--- config.mk ---
export PLATFORM = sky130hd
export DESIGN_NAME = fetch_unit
export DESIGN_NICKNAME = d
export VERILOG_FILES = /design/src/rtl/core_pkg.sv /design/src/rtl/fetch_unit_queue.sv /design/src/rtl/fetch_unit.sv
export SDC_FILE = /design/constraint.sdc
export NUM_CORES = 1
export LEC_CHECK = 0
export CAP_MARGIN = 20
export CORE_MARGIN = 2
export CORE_UTILIZATION = 50
export CTS_CLUSTER_SIZE = 12
export DETAILED_ROUTE_END_ITERATION = 8
export PLACE_DENSITY = 0.92
export SYNTH_ARGS = -nofsm -noshare
export SYNTH_HDL_FRONTEND = slang
export SYNTH_SLANG_ARGS = --single-unit
--- constraint.sdc ---
create_clock -name clk -period 3.18 [get_ports clk]
set_clock_uncertainty 0.05 [all_clocks]
set_input_delay 0.477 -clock clk [delete_from_list [all_inputs] [get_ports clk]]
set_output_delay 0.477 -clock clk [all_outputs]
set_load 0.02 [all_outputs]
--- src/rtl/core_pkg.sv ---
// -----------------------------------------------------------------------------
// core_pkg.sv
// Shared types and constants for the instruction fetch stage.
//   fetch_entry_t    : one fetch queue slot {pc, instr, filled}
//   NOP_INSTR        : instruction presented to decode when nothing is valid
//   DEFAULT_RESET_PC : default first fetch address after reset
// -----------------------------------------------------------------------------
package core;

   localparam logic [31:0] NOP_INSTR        = 32'h0000_0013;
   localparam logic [31:0] DEFAULT_RESET_PC = 32'h0000_0000;

   typedef struct packed {
      logic [31:0] pc;
      logic [31:0] instr;
      logic        filled;
   } fetch_entry_t;

endpackage

--- src/rtl/fetch_unit_queue.sv ---
// -----------------------------------------------------------------------------
// fetch_queue
// Circular buffer of fetch entries with independent alloc (tail), fill
// (oldest unfilled) and pop (head) pointers.
// Ports:
//   clk, rst             : clock, synchronous active-high reset
//   flush                : drop every entry (redirect)
//   alloc, alloc_pc      : reserve the tail slot for a newly issued request
//   fill, fill_data      : write a response into the oldest unfilled slot
//   pop                  : retire the head slot
//   head                 : head slot contents
//   count                : occupied slots (allocated, not yet popped)
//   pending              : allocated slots still waiting for their response
// -----------------------------------------------------------------------------
module fetch_queue
   import core::*;
#(
   parameter  int DEPTH = 2,
   localparam int CW    = $clog2(DEPTH) + 1,
   localparam int PW    = $clog2(DEPTH)
) (
   input  logic          clk,
   input  logic          rst,
   input  logic          flush,
   input  logic          alloc,
   input  logic [31:0]   alloc_pc,
   input  logic          fill,
   input  logic [31:0]   fill_data,
   input  logic          pop,
   output fetch_entry_t  head,
   output logic [CW-1:0] count,
   output logic [CW-1:0] pending
);

   logic [31:0]      pc_q    [DEPTH];
   logic [31:0]      instr_q [DEPTH];
   logic [DEPTH-1:0] filled_q;
   logic [PW-1:0]    alloc_ptr;
   logic [PW-1:0]    fill_ptr;
   logic [PW-1:0]    pop_ptr;

   // Control state: pointers, occupancy and filled flags.
   // Pointers wrap naturally because DEPTH is a power of two.
   always_ff @(posedge clk) begin
      if (rst || flush) begin
         alloc_ptr <= '0;
         fill_ptr  <= '0;
         pop_ptr   <= '0;
         count     <= '0;
         pending   <= '0;
         filled_q  <= '0;
      end else begin
         if (alloc) alloc_ptr <= alloc_ptr + 1'b1;
         // fill targets an unfilled slot, pop a filled one: never the same bit
         if (fill) begin
            filled_q[fill_ptr] <= 1'b1;
            fill_ptr           <= fill_ptr + 1'b1;
         end
         if (pop) begin
            filled_q[pop_ptr] <= 1'b0;
            pop_ptr           <= pop_ptr + 1'b1;
         end
         count   <= count   + CW'(alloc) - CW'(pop);
         pending <= pending + CW'(alloc) - CW'(fill);
      end
   end

   // Payload storage carries no reset; filled_q qualifies it.
   always_ff @(posedge clk) begin
      if (alloc) pc_q[alloc_ptr]   <= alloc_pc;
      if (fill)  instr_q[fill_ptr] <= fill_data;
   end

   assign head = '{pc: pc_q[pop_ptr], instr: instr_q[pop_ptr], filled: filled_q[pop_ptr]};

endmodule

--- src/rtl/fetch_unit.sv ---
// -----------------------------------------------------------------------------
// fetch_unit
// Instruction fetch stage: owns the PC, issues word fetches, tracks credit
// and the number of wrong-path responses still to be discarded after a
// redirect, and presents {instruction, pc} to decode via valid/ready.
// Ports:
//   clk, rst                        : clock, synchronous active-high reset
//   imem_req_valid_o/ready_i/addr_o : fetch request channel
//   imem_rsp_valid_i/data_i         : in-order response channel (no backpressure)
//   redirect_i, redirect_pc_i       : flush and restart at the new PC
//   id_valid_o/ready_i              : decode handshake
//   instruction_o, pc_o             : head instruction and its PC (NOP/0 when idle)
// -----------------------------------------------------------------------------
module fetch_unit
   import core::*;
#(
   parameter logic [31:0] RESET_PC = DEFAULT_RESET_PC,
   parameter int          DEPTH    = 2
) (
   input  logic        clk,
   input  logic        rst,
   output logic        imem_req_valid_o,
   input  logic        imem_req_ready_i,
   output logic [31:0] imem_addr_o,
   input  logic        imem_rsp_valid_i,
   input  logic [31:0] imem_rsp_data_i,
   input  logic        redirect_i,
   input  logic [31:0] redirect_pc_i,
   output logic        id_valid_o,
   input  logic        id_ready_i,
   output logic [31:0] instruction_o,
   output logic [31:0] pc_o
);

   localparam int CW = $clog2(DEPTH) + 1;
   // Headroom so back-to-back redirects can keep accumulating.
   localparam int DW = $clog2(DEPTH) + 3;

   logic [31:0]   fetch_pc;
   logic [DW-1:0] discard;
   fetch_entry_t  head;
   logic [CW-1:0] count;
   logic [CW-1:0] pending;
   logic          accept;
   logic          rsp_drop;
   logic          fill;
   logic          pop;
   logic [DW:0]   flush_outstanding;
   logic          unused_pc_bits;

   function automatic logic [DW-1:0] sat_discard(input logic [DW:0] v);
      if (v[DW]) return {DW{1'b1}};
      return v[DW-1:0];
   endfunction

   assign unused_pc_bits = &{1'b0, redirect_pc_i[1:0]};

   assign imem_req_valid_o = !rst && !redirect_i && (count < CW'(DEPTH));
   assign imem_addr_o      = fetch_pc;
   assign accept           = imem_req_valid_o && imem_req_ready_i;

   // Responses first pay off the discard debt; redirect beats fill.
   assign rsp_drop = imem_rsp_valid_i && (discard != '0);
   assign fill     = imem_rsp_valid_i && (discard == '0) && (pending != '0) && !redirect_i;
   assign pop      = id_valid_o && id_ready_i;

   // Everything still owed by memory at a redirect becomes discard debt,
   // less the response (if any) that arrives in the redirect cycle itself.
   always_comb begin
      flush_outstanding = {1'b0, discard} + (DW+1)'(pending);
      if (imem_rsp_valid_i && (flush_outstanding != '0))
         flush_outstanding = flush_outstanding - 1'b1;
   end

   always_ff @(posedge clk) begin
      if (rst) begin
         fetch_pc <= RESET_PC;
         discard  <= '0;
      end else if (redirect_i) begin
         fetch_pc <= {redirect_pc_i[31:2], 2'b00};
         discard  <= sat_discard(flush_outstanding);
      end else begin
         if (accept)   fetch_pc <= fetch_pc + 32'd4;
         if (rsp_drop) discard  <= discard - 1'b1;
      end
   end

   fetch_queue #(.DEPTH(DEPTH)) u_queue (
      .clk       (clk),
      .rst       (rst),
      .flush     (redirect_i),
      .alloc     (accept),
      .alloc_pc  (fetch_pc),
      .fill      (fill),
      .fill_data (imem_rsp_data_i),
      .pop       (pop),
      .head      (head),
      .count     (count),
      .pending   (pending)
   );

   assign id_valid_o    = head.filled;
   assign instruction_o = head.filled ? head.instr : NOP_INSTR;
   assign pc_o          = head.filled ? head.pc    : 32'h0000_0000;

endmodule

==> metrics.md <==
| Metric | Value |
|---|---|
| Starting Density | 51.1% |
| Crit start category | register |
| DRC violations left | 0 |
| CTS root buffer | clkbuf_16 |
| Tcrit/Tclk final | 88.9% |
| Vert. Die Dim | 126 um |
| WP data arrival | 2300 ps |
| Final worst path period need | 2830 ps |
| Fin nets | 847 |
| Synth Area per Inst | 12.3 sq um |
| Syn-to-layout area delta | 33.5% |
| Predominant post-synthesis flop cell | edfxtp_1 |
| Met2 Usage GRT | 38.3% |
| Type of the tightest min-delay check | reg2reg |
| Gr ovfl total | 0 |
| Clock tree sinks | 168 |
| Ant diodes | 0 |
| Top-area cell type share of the netlist area | 50.3% |
| Max-cap violations | 0 |
| Place WS | 491 ps |
| H-tree levels | 4 |
| CTS buffer count | 17 |
| Worst EP required | 2650 ps |
| Total power per unit cell area | 513 nW/um^2 |
| Number of synthesized flops with an enable pin | 124 |
| Reg clk slew, reported paths | 60 ps |
| WHS | 486 ps |
| CP endpoint kind | output port |
| Slew HR | 57.7% |
| Critical path class | reg2out |
| Final worst setup slack | 352 ps |
| CTS tree | yes |
| Most common cell after layout, fill and taps aside | clkdlybuf4s50_1 |
| Post-CTS setup buffer count | 0 |
| Worst-margin pin slew | 630 ps |
| DR iter-0 viols | 584 |
| Final setup viols | 0 |
| First-pass GRT wire length | 27900 um |
| Mapped cell area | 7410 sq um |
| HPWL Detailed | 12000 um |
| Register area share after synthesis | 62.2% |
| Status | finished clean |
| FFs w/ async S/R, synth | 0% |
| Yosys warns | 0 |
| RSZ-0062 raised after global routing | no |
| Antenna violations before repair | 0 |
| Detailed Routing Iterations Pass 1 | 5 |
| Core ar. | 14500 sq um |
| Total global-route track usage | 22.7% |
| Static leakage | 3.33 nW |
| Met1 Track Usage GR | 28.4% |
| Fin Setup TNS | 0 ps |
| Yosys cell types | 61 |
| M3 GR Usage | 5.52% |
| Synthesized netlist cell count | 602 |
| Cts repair resizes | 0 |
| Busiest grt layer | met2 |
| Total power | 5.07 mW |
| Clk buf depth | 2 |
| Largest cells by area after synthesis | edfxtp_1 (50%), dfxtp_1 (12%), mux2i_1 (8.9%) |
| Worst skew pair latency | 420 ps |
| Fmax | 354 MHz |
| Hold_buf cts | 0 |
| Vias | 5460 |
| Pin count of the biggest net entering global routing | 36 |
| Layout cells sized above 1 | 8.34% |
| Final hold viol count | 0 |
| Core Rows | 44 |
| Most frequent cells in the layout | clkdlybuf4s50_1 (161), edfxtp_1 (124), nor2_1 (92), mux2i_1 (65), dfxtp_1 (43) |
| Final ANT Viol Nets | 0 |
| Routed wire length | 17800 um |
| Port Buf Inserts | 161 |
| Routability cong. | 0.862 |
| Crit Path Max Fanout | 29 |
| Wire per inst | 18.5 um |
| VDD IR max | 0.000382 V |
| Die area | 15800 sq um |
| Max Slew Vio Count | 0 |
| Die X-Extent | 126 um |
| Vias in the first global route | 5198 |
| Io pins | 168 |
| Cell accounting for the most synthesized area | edfxtp_1 |
| Post-synthesis sequential element count | 168 |
| Post-DR vias/cell | 5.67 |
[power breakdown]
part / internal, mW / leakage [nW] / switching (mW)
Combinational: 0.210 / 1.54 / 0.209
Clock: 1.36 / 0.301 / 0.826
Sequential: 2.40 / 1.50 / 0.0695
[synth_stat cells, drive strengths merged (3+ instances only)]
master,count
buf,14
mux2i,66
nor3,12
o211ai,5
xnor2,14
a211oi,7
inv,13
nand2,25
or4,3
edfxtp,124
xor2,13
nand3,22
ha,10
and2,6
clkbuf,21
dfxtp,44
and3,10
nor2,94
nand4,14
a21oi,29
o22ai,9
a31oi,6
o21ai,8
[routing by layer]
layer,part of all wire (%),vias up
met5,0,-
met4,2.2,0
met3,7.9,44
met2,50,275
met1,40,2606
li1,-,2535
[metrics by stage]
stage	instance area, sq um	std cells	util [%]
3_3_place_gp	9250	931	63.9
6_report	9880	963	68.3
5_1_grt	9880	963	68.3
4_1_cts	9880	963	68.3
2_1_floorplan	7420	605	-
3_5_place_dp	9250	931	63.9
[state kept, by name, summed over array words and instances (netlist names), named ones only]
signal and cells:
imem_addr_o 30, discard 4, u_queue.pop_ptr 1, u_queue.pc_q 60
u_queue.pending 2, u_queue.alloc_ptr 1, u_queue.filled_q 2, u_queue.fill_ptr 1
u_queue.instr_q 64, u_queue.count 2
[area by class of cell]
class | instances | area (sq um)
clock buffers | 21 | 460
fillers | 1011 | 4600
inverters | 15 | 56.3
clock inverters | 11 | 170
repair buffers | 177 | 1740
flip-flops and latches | 168 | 4610
well taps | 184 | 230
multi-input cells | 387 | 2610
[cell families after synthesis]
logic type / share of synthesized area, %
buffers and inverters: 2.89
AO/OA/AOI/OAI: 6.81
XOR/XNOR: 3.19
other: 0.0506
multiplexers: 9.07
adder cells (fa/ha/maj): 1.96
flip-flops: 62.2
AND/OR/NAND/NOR: 13.9
[path summary, 6_finish.rpt]
| check | from | end | slack [ps] | depth (start not counted) |
|---|---|---|---|---|
| min reg2reg | imem_addr_o[21] | u_queue.pc_q[1][21] | 490 | 0 |
| max reg2reg | discard[0] | discard[3] | 660 | 9 |
| max | u_queue.pop_ptr | instruction_o[1] | 350 | 5 |
| min | imem_addr_o[21] | u_queue.pc_q[1][21] | 490 | 0 |
[worst max-delay path, cell delays in order, from the launching register on]
cell	delay (ps)
dfxtp_1	420
mux2i_4	260
buf_4	310
inv_1	170
nand2_1	90
clkdlybuf4s50_1	630
Note: power is estimated with default switching activity, not from simulation.
